**config.mk**
```make
export PLATFORM = sky130hd
export DESIGN_NAME = scr1_dmem_sram_resp
export DESIGN_NICKNAME = d
export VERILOG_FILES = /design/src/rtl/scr1_dmem_sram_resp_pkg.sv /design/src/rtl/scr1_dmem_ld_align.sv /design/src/rtl/scr1_dmem_sram_resp.sv
export SDC_FILE = /design/constraint.sdc
export NUM_CORES = 1
export LEC_CHECK = 0
export ABC_CLOCK_PERIOD_IN_PS = 3000
export BUFFER_PORTS_ARGS = -buffer_cell sky130_fd_sc_hd__clkbuf_2
export CAP_MARGIN = 40
export CORE_MARGIN = 2
export CORE_UTILIZATION = 30
export CTS_CLUSTER_SIZE = 25
export DETAILED_ROUTE_END_ITERATION = 6
export GPL_TIMING_DRIVEN = 0
export PLACE_DENSITY = 0.77
export SYNTH_ARGS = -nofsm -noshare
export SYNTH_HDL_FRONTEND = slang
export SYNTH_SLANG_ARGS = --single-unit
```
**constraint.sdc**
```tcl
create_clock -name clk -period 3 [get_ports clk]
set_input_delay 0.3 -clock clk [delete_from_list [all_inputs] [get_ports clk]]
set_output_delay 0.3 -clock clk [all_outputs]
set_load 0.03 [all_outputs]
```
**src/rtl/scr1_dmem_sram_resp_pkg.sv**
```systemverilog
// DMEM interface types and access helpers shared by the DMEM responder,
// the SRAM wrapper and the DMEM router.
package scr1_dmem_sram_resp_pkg;

    localparam int SCR1_DMEM_AWIDTH = 32;
    localparam int SCR1_DMEM_DWIDTH = 32;
    localparam int SCR1_WAIT_CNT_W  = 4;

    typedef enum logic {
        SCR1_MEM_CMD_RD = 1'b0,
        SCR1_MEM_CMD_WR = 1'b1
    } type_scr1_mem_cmd_e;

    typedef enum logic [1:0] {
        SCR1_MEM_WIDTH_BYTE  = 2'b00,
        SCR1_MEM_WIDTH_HWORD = 2'b01,
        SCR1_MEM_WIDTH_WORD  = 2'b10,
        SCR1_MEM_WIDTH_ERROR = 2'b11
    } type_scr1_mem_width_e;

    typedef enum logic [1:0] {
        SCR1_MEM_RESP_NOTRDY = 2'b00,
        SCR1_MEM_RESP_RDY_OK = 2'b01,
        SCR1_MEM_RESP_RDY_ER = 2'b10
    } type_scr1_mem_resp_e;

    // Byte-lane enables touched by an access of the given width at the given
    // byte offset inside the word; an unknown width touches nothing.
    function automatic logic [3:0] scr1_mem_be(
        input type_scr1_mem_width_e width,
        input logic [1:0]           offset
    );
        logic [3:0] be;
        case (width)
            SCR1_MEM_WIDTH_BYTE:  be = 4'b0001 << offset;
            SCR1_MEM_WIDTH_HWORD: be = 4'b0011 << offset;
            SCR1_MEM_WIDTH_WORD:  be = 4'b1111;
            default:              be = 4'b0000;
        endcase
        return be;
    endfunction

    // Copies right-aligned store data into every lane it could land on, so
    // the byte enables alone select the bytes that get written.
    function automatic logic [31:0] scr1_mem_wdata_repl(
        input type_scr1_mem_width_e width,
        input logic [31:0]          wdata
    );
        logic [31:0] repl;
        case (width)
            SCR1_MEM_WIDTH_BYTE:  repl = {4{wdata[7:0]}};
            SCR1_MEM_WIDTH_HWORD: repl = {2{wdata[15:0]}};
            default:              repl = wdata;
        endcase
        return repl;
    endfunction

    // True for an illegal width or an access not naturally aligned to its size.
    function automatic logic scr1_mem_misaligned(
        input type_scr1_mem_width_e width,
        input logic [1:0]           offset
    );
        logic bad;
        case (width)
            SCR1_MEM_WIDTH_BYTE:  bad = 1'b0;
            SCR1_MEM_WIDTH_HWORD: bad = offset[0];
            SCR1_MEM_WIDTH_WORD:  bad = (offset != 2'b00);
            default:              bad = 1'b1;
        endcase
        return bad;
    endfunction

endpackage

```
**src/rtl/scr1_dmem_ld_align.sv**
```systemverilog
// Load alignment: moves the addressed bytes of an SRAM word down to bit 0 and
// zeroes everything above the access width.
module scr1_dmem_ld_align
    import scr1_dmem_sram_resp_pkg::*;
(
    input  logic [31:0]          sram_rdata,
    input  logic [1:0]           offset,
    input  type_scr1_mem_width_e width,
    output logic [31:0]          ld_data
);

    logic [31:0] shifted;

    // Shift the addressed lane to bit 0, then mask to the access width.
    always_comb begin
        shifted = sram_rdata >> {offset, 3'b000};
        ld_data = '0;
        case (width)
            SCR1_MEM_WIDTH_BYTE:  ld_data = {24'd0, shifted[7:0]};
            SCR1_MEM_WIDTH_HWORD: ld_data = {16'd0, shifted[15:0]};
            SCR1_MEM_WIDTH_WORD:  ld_data = shifted;
            default:              ld_data = '0;
        endcase
    end

endmodule

```
**src/rtl/scr1_dmem_sram_resp.sv**
```systemverilog
// DMEM responder in front of a single-port synchronous SRAM (1-cycle read
// latency). Accepts one request at a time, range/alignment checks it, strobes
// the SRAM for legal accesses and answers with RDY_OK or RDY_ER after
// WAIT_CYCLES extra cycles.
module scr1_dmem_sram_resp
    import scr1_dmem_sram_resp_pkg::*;
#(
    parameter logic [31:0] BASE_ADDR   = 32'h0001_0000,
    parameter int unsigned SIZE_BYTES  = 4096,
    parameter int unsigned WAIT_CYCLES = 0,
    localparam int unsigned OFF_W      = $clog2(SIZE_BYTES),
    localparam int unsigned SRAM_AW    = OFF_W - 2
) (
    input  logic                        clk,
    input  logic                        rst,
    input  logic                        dmem_req,
    input  type_scr1_mem_cmd_e          dmem_cmd,
    input  type_scr1_mem_width_e        dmem_width,
    input  logic [SCR1_DMEM_AWIDTH-1:0] dmem_addr,
    input  logic [SCR1_DMEM_DWIDTH-1:0] dmem_wdata,
    output logic                        dmem_req_ack,
    output logic [SCR1_DMEM_DWIDTH-1:0] dmem_rdata,
    output type_scr1_mem_resp_e         dmem_resp,
    output logic                        sram_ce,
    output logic                        sram_we,
    output logic [3:0]                  sram_be,
    output logic [SRAM_AW-1:0]          sram_addr,
    output logic [31:0]                 sram_wdata,
    input  logic [31:0]                 sram_rdata
);

    typedef enum logic [1:0] {
        SCR1_DMEM_RESP_FSM_IDLE = 2'b00,
        SCR1_DMEM_RESP_FSM_WAIT = 2'b01,
        SCR1_DMEM_RESP_FSM_RESP = 2'b10
    } type_scr1_dmem_resp_fsm_e;

    // Counter preload: the WAIT state lasts WAIT_CYCLES cycles, leaving on zero.
    localparam logic [SCR1_WAIT_CNT_W-1:0] WAIT_LOAD =
        (WAIT_CYCLES == 0) ? '0 : SCR1_WAIT_CNT_W'(WAIT_CYCLES - 1);

    type_scr1_dmem_resp_fsm_e   state;
    logic [SCR1_WAIT_CNT_W-1:0] wait_cnt;
    logic                       rsp_err;
    logic                       rsp_rd;
    logic [1:0]                 offset;
    type_scr1_mem_width_e       width;
    logic [31:0]                rd_q;
    logic                       rd_vld_p1;

    logic                       in_range;
    logic                       req_err;
    logic [31:0]                ld_data;

    // Request decode: window hit, legality, acceptance and SRAM strobes.
    always_comb begin
        in_range     = (dmem_addr[SCR1_DMEM_AWIDTH-1:OFF_W] == BASE_ADDR[SCR1_DMEM_AWIDTH-1:OFF_W]);
        req_err      = ~in_range | scr1_mem_misaligned(dmem_width, dmem_addr[1:0]);
        dmem_req_ack = dmem_req & (state == SCR1_DMEM_RESP_FSM_IDLE) & ~rst;
        sram_ce      = dmem_req_ack & ~req_err;
        sram_we      = sram_ce & (dmem_cmd == SCR1_MEM_CMD_WR);
        sram_be      = sram_we ? scr1_mem_be(dmem_width, dmem_addr[1:0]) : 4'b0000;
        sram_addr    = dmem_addr[OFF_W-1:2];
        sram_wdata   = scr1_mem_wdata_repl(dmem_width, dmem_wdata);
    end

    scr1_dmem_ld_align u_ld_align (
        .sram_rdata (sram_rdata),
        .offset     (offset),
        .width      (width),
        .ld_data    (ld_data)
    );

    // Transaction FSM with registered response code and read-data holding register.
    always_ff @(posedge clk) begin
        if (rst) begin
            state     <= SCR1_DMEM_RESP_FSM_IDLE;
            wait_cnt  <= '0;
            rsp_err   <= 1'b0;
            rsp_rd    <= 1'b0;
            offset    <= '0;
            width     <= SCR1_MEM_WIDTH_BYTE;
            rd_q      <= '0;
            rd_vld_p1 <= 1'b0;
            dmem_resp <= SCR1_MEM_RESP_NOTRDY;
        end else begin
            // --- stage p1: SRAM word of the previous-cycle read is on sram_rdata ---
            rd_vld_p1 <= sram_ce & ~sram_we;
            if (rd_vld_p1) begin
                rd_q <= ld_data;
            end
            case (state)
                SCR1_DMEM_RESP_FSM_IDLE: begin
                    if (dmem_req_ack) begin
                        rsp_err  <= req_err;
                        rsp_rd   <= ~req_err & (dmem_cmd == SCR1_MEM_CMD_RD);
                        offset   <= dmem_addr[1:0];
                        width    <= dmem_width;
                        wait_cnt <= WAIT_LOAD;
                        if (WAIT_CYCLES == 0) begin
                            state     <= SCR1_DMEM_RESP_FSM_RESP;
                            dmem_resp <= req_err ? SCR1_MEM_RESP_RDY_ER : SCR1_MEM_RESP_RDY_OK;
                        end else begin
                            state <= SCR1_DMEM_RESP_FSM_WAIT;
                        end
                    end
                end
                SCR1_DMEM_RESP_FSM_WAIT: begin
                    if (wait_cnt == '0) begin
                        state     <= SCR1_DMEM_RESP_FSM_RESP;
                        dmem_resp <= rsp_err ? SCR1_MEM_RESP_RDY_ER : SCR1_MEM_RESP_RDY_OK;
                    end else begin
                        wait_cnt <= wait_cnt - 1'b1;
                    end
                end
                SCR1_DMEM_RESP_FSM_RESP: begin
                    state     <= SCR1_DMEM_RESP_FSM_IDLE;
                    dmem_resp <= SCR1_MEM_RESP_NOTRDY;
                end
                default: begin
                    state     <= SCR1_DMEM_RESP_FSM_IDLE;
                    dmem_resp <= SCR1_MEM_RESP_NOTRDY;
                end
            endcase
        end
    end

    // Load data: live SRAM word when there are no wait states, held copy otherwise.
    always_comb begin
        dmem_rdata = '0;
        if ((state == SCR1_DMEM_RESP_FSM_RESP) && rsp_rd) begin
            dmem_rdata = (WAIT_CYCLES == 0) ? ld_data : rd_q;
        end
    end

endmodule

```
Yosys cells after proc, flatten, opt, wreduce, memory -nomap -nowiden
Cells that the tools add are included.

word-level totals
  word-level logic and storage cells = 58
  input bits = 102
  bits in registers = 14
  output and inout bits = 83

cells by class
  shift operators = 3
  bitwise operators = 10
  eq/ne operators = 10
  add/subtract/negate cells = 1
  multiplexer cells = 17
  reductions and logical operators = 10

operators by type and width
  operator               count
  $pmux W32 S3           1
  $pmux W32 S2           1
  $mux W32               1
  $shr A32 B5 Y32        1
  $eq A20 B5 Y1 const B  1
  $mux W2                6
  $mux W4                3
  $pmux W4 S3            1
  $pmux W2 S2            2
  $pmux W4 S2            1
  $eq A2 B1 Y1 const B   3
  $eq A2 B2 Y1 const B   3
  $logic_not A2 Y1       3
  $ne A2 B2 Y1 const B   3
  $and A1 B1 Y1          5
  $logic_not A4 Y1       1
  $not A1 Y1             4
  $reduce_and A2 Y1      2
  $reduce_bool A2 Y1     2
  $shl A1 B2 Y4 const A  1
  $shl A2 B2 Y4 const A  1
  $sub A4 B1 Y4 const B  1
  $pmux W1 S3            1
  $reduce_and A3 Y1      1
  2 further kinds        2

Depth between registers and ports, before layout
  depth in word-level cells = 7
  mapped depth = 5
  mapped depth without buffers = 5

Cells and area by module
A second synthesis with hierarchy kept.

unflattened totals
  cells, all modules = 243
  area, all modules = 1,871.8 µm²

modules (own cells, without submodules)
  module               area an instance (µm²)  sequential area each (µm²)  times used  cells an instance
  scr1_dmem_sram_resp  1,260.0                 160.2                       1           157
  scr1_dmem_ld_align   611.8                   0.0                         1           86

Least setup slack after synthesis
No wires, ideal clock.

  kind = reg-to-output
  from = reg state[1]
  to = out sram_be[0]
  required time = 2.700 ns
  path buffers = 0
  stages on the path, launching flop included = 6
  data arrival time = 1.944 ns
  setup slack = 0.756 ns
  path through = dfxtp_1 -> nor2_1 -> nand2_2 -> inv_2 -> nand2_1 -> nor4_1

on the way
  longest elaborated chain between the ends = 6

RTL lines
  item                        line                        text
  start: declaration          scr1_dmem_sram_resp.sv:42   type_scr1_dmem_resp_fsm_e state;
  start signal: assignment    scr1_dmem_sram_resp.sv:77   state <= SCR1_DMEM_RESP_FSM_IDLE;
  start signal: assignment    scr1_dmem_sram_resp.sv:101  state <= SCR1_DMEM_RESP_FSM_RESP;
  start signal: assignment    scr1_dmem_sram_resp.sv:104  state <= SCR1_DMEM_RESP_FSM_WAIT;
  $logic_not A2 Y1            scr1_dmem_sram_resp.sv:59   dmem_req_ack = dmem_req & (state == SCR1_DMEM_RESP_FSM_IDLE) & ~rst;
  $and A1 B1 Y1 (2 in a row)  scr1_dmem_sram_resp.sv:59
  named net dmem_req_ack      scr1_dmem_sram_resp.sv:21   output logic dmem_req_ack,
  $and A1 B1 Y1               scr1_dmem_sram_resp.sv:60   sram_ce = dmem_req_ack & ~req_err;
  $and A1 B1 Y1               scr1_dmem_sram_resp.sv:61   sram_we = sram_ce & (dmem_cmd == SCR1_MEM_CMD_WR);
  $mux W4                     scr1_dmem_sram_resp.sv:62   sram_be = sram_we ? scr1_mem_be(dmem_width, dmem_addr[1:0]) : 4'b0000;
  end: declaration            scr1_dmem_sram_resp.sv:26   output logic [3:0] sram_be,

The timed path passes the listed nets, and every way through them passes these cells.

Worst setup path in the final report
  from = reg state[1]
  to = out sram_be[0]

on the way
  longest elaborated chain between the ends = 6

RTL lines
  item                        line
  $logic_not A2 Y1            scr1_dmem_sram_resp.sv:59
  $and A1 B1 Y1 (2 in a row)  scr1_dmem_sram_resp.sv:59
  $and A1 B1 Y1               scr1_dmem_sram_resp.sv:60
  $and A1 B1 Y1               scr1_dmem_sram_resp.sv:61
  $mux W4                     scr1_dmem_sram_resp.sv:62

No other way between the ends.

==> key figures <==
Floorplan
  – Row Count: 26
  – Core area: 5170 µm²
  – # IOs: 185
  – Initial Utilization: 0.314
  – Die Wd: 77.6 µm
  – Chip height: 77.6 µm
  – Die area: 6030 µm²

Final layout
  – Filler instances: 533
  – Synth-to-Final Area Change: 61.5%
  – Ratio of cells with drive above 1 in the final layout: 0.616
  – Util after Layout: 0.508
  – Post-route insts no fill: 461
  – FF/Latch Area: 160 µm²
  – Multi-input logic area: 1250 µm²
  – Diodes inserted: 0
  – Final nets: 495

Routing
  – Vias per Instance: 4.89
  – Via count: 2252
  – Drt first pass iters: 4
  – First-iteration detailed-routing DRC count: 54
  – Drt wl/cell: 13.7 µm
  – Drt drc: 0
  – Routed WL: 6330 µm
  – Post-DRT Antenna Nets: 0

Power
  – Static Leakage: 1.36 nW
  – Peak supply drop: 0.131 mV
  – Pwr dens: 233 nW/µm²

Critical path
  – Critical path launch point type: flop
  – Worst EP required: 2.70 ns
  – CP arrival: 1.95 ns
  – CP endpoint kind: output port
  – Buf/Inv on CP: 2
  – Max Fanout on Critical Path: 9
  – Cell Chain, Critical Path: nor2_1, nand2_2, inv_2, nand2_1, nor4_1, clkbuf_2
  – Type of the worst setup path: reg2out
  – CP max-delay cell: nor4_1
  – CP peak stage delay: 0.42 ns
  – Cell family with most CP delay: simple AND/OR/NAND/NOR gates
  – Register-to-Register Setup Slack: 1.67 ns

Synthesis
  – Asr flop ratio synth: 0
  – Syn. warnings: 0
  – Mapped Nets: 316
  – Number of synthesized flops with an enable pin: 0
  – Mapped Cells: 214
  – Distinct cells, synth: 35
  – Main synth FF type: dfxtp_1
  – Register area share after synthesis: 0.0985
  – Synthesis-stage register bit count: 8
  – Mean Syn Cell Area: 7.60 µm²
  – Netlist Area Pre-Place: 1630 µm²

Run
  – Maxcap violations: 0

CTS
  – CTS tree: yes
  – Number of buffers created by CTS: 3
  – Clk Latency, worst-skew pair: 0.23 ns
  – TritonCTS Sinks: 8
  – CTS H-tree depth: 1
  – Post-cts sizing count: 0
  – Worst-path clk slew: 0.04 ns
  – Max Buffers Root-to-Sink: 2
  – Postcts setup bufs: 0
  – Root buf cell: clkbuf_8
  – CTS Hold Bufs: 0

Hold path
  – Worst hold path type: in2reg

Placed design
  – Post-DP HPWL: 5380 µm
  – Final Wtd Congestion: 0.779
  – DP Cell Count: 458
  – Port-buffer cells: 173

STA
  – Final Cycle Share: 0.750
  – Final Max Tran Viols: 0
  – Hold Worst Slack: 0.312 ns
  – Total negative slack: 0 ns
  – Slew at the pin with the worst max-slew slack: 0.435 ns
  – RSZ-0062 raised after global routing: no
  – Final period demand of the worst path: 2.25 ns
  – Endpoints failing setup: 0
  – Fmax: 444 MHz
  – Setup Skew: 0.00107 ns
  – Slew Limit Headroom: 0.707
  – Hold Vio Cnt, Final: 0

Run status
  – Status: complete, no violations

Global route
  – Largest net degree at the start of global routing: 11
  – Initial antenna violation count: 0
  – Vias in the first global route: 2156
  – First-pass GRT wire length: 9900 µm
  – Tot GR Track Use: 0.199
  – Total congestion overflow: 0
## per-stage QoR
step                      worst slack (ns)  power (mW)  area (µm²)
final                                0.750       0.613        2630
after global routing                 0.676       0.648        2630
after CTS                            0.801       0.615        2630
after detailed placement             0.924       0.486        2580
after global placement               0.854       0.480        2580
after floorplan                      0.756       0.346        1630
## report_power, final
| part | switching [mW] | internal [mW] |
|---|---|---|
| combinational | 0.216 | 0.152 |
| clock | 0.0414 | 0.0869 |
| sequential | 0.00352 | 0.112 |
## registers in the layout (all words and copies together), names as in the netlist
| signal | cells |
|---|---|
| offset | 2 |
| rsp_rd | 1 |
| state | 1 |
| width | 2 |
| dmem_resp | 2 |
## routing by layer
metal,GRT usage,part of all wire,up-vias
met3,0.0465,0.097,12
met1,0.217,0.38,990
met5,0,0,-
met2,0.382,0.51,134
li1,-,-,1116
met4,0.0482,0.015,0
## cells in the mapped netlist (4+ instances only)
cell,number,area share
mux2i_1,24,0.15
nand2_1,21,0.048
buf_4,20,0.092
a211oi_1,16,0.074
mux2_2,16,0.11
a21oi_1,12,0.037
o21ai_0,12,0.037
or2_2,11,0.042
nor2_1,10,0.023
nor2b_1,9,0.035
and2_1,8,0.031
dfxtp_1,8,0.098
clkbuf_1,6,0.014
buf_2,5,0.015
inv_1,4,0.0092
nor4_1,4,0.015
## final timing paths
path / startpoint / cells after the start / end
hold reg to reg: dmem_resp[0] / 2 / dmem_resp[0]
setup / recovery: state[1] / 6 / sram_be[0]
setup reg to reg: state[1] / 5 / rsp_rd
hold / removal: dmem_cmd / 2 / rsp_rd
## cell families (layout without fill, tap and decap cells)
family                 count (synthesis)  in the layout  share of synthesized area
multiplexers                          40             40                      0.258
AND/OR/NAND/NOR                       83             83                      0.306
buffers and inverters                 37            214                      0.135
AO/OA/AOI/OAI                         46             46                      0.202
flip-flops                             8              8                     0.0985
## placed cells by master (no fill, tap or decap), drive strengths merged
cell type,count
o31ai,2
o21ai,12
mux2,16
nor3,3
o2111ai,1
nand3,4
dfxtp,8
nor4b,1
a211oi,16
or2,11
nor2,11
buf,27
clkbuf,182
o311a,1
nand2b,2
nand2,22
nand4b,2
nor2b,9
inv,5
or3b,3
mux2i,24
a2111oi,1
o41ai,1
a21oi,12
nor4,7
and2,8
## layout make-up
class                           count  share of cell area
Buffer                             32              0.0767
Multi-Input combinational cell    169               0.475
Inverter                            5             0.00715
Timing Repair Buffer              174               0.332
Sequential cell                     8              0.0610
Tap cell                           70              0.0333
Clock buffer                        3              0.0157
## worst register-to-register path, delay by kind of cell (launching register included)
kind / cells / cell delay [ns]
AO/OA/AOI/OAI: 1 / 0.06
flip-flops: 1 / 0.36
buffers and inverters: 1 / 0.11
AND/OR/NAND/NOR: 3 / 0.72
(Power assumes the default switching activity.)
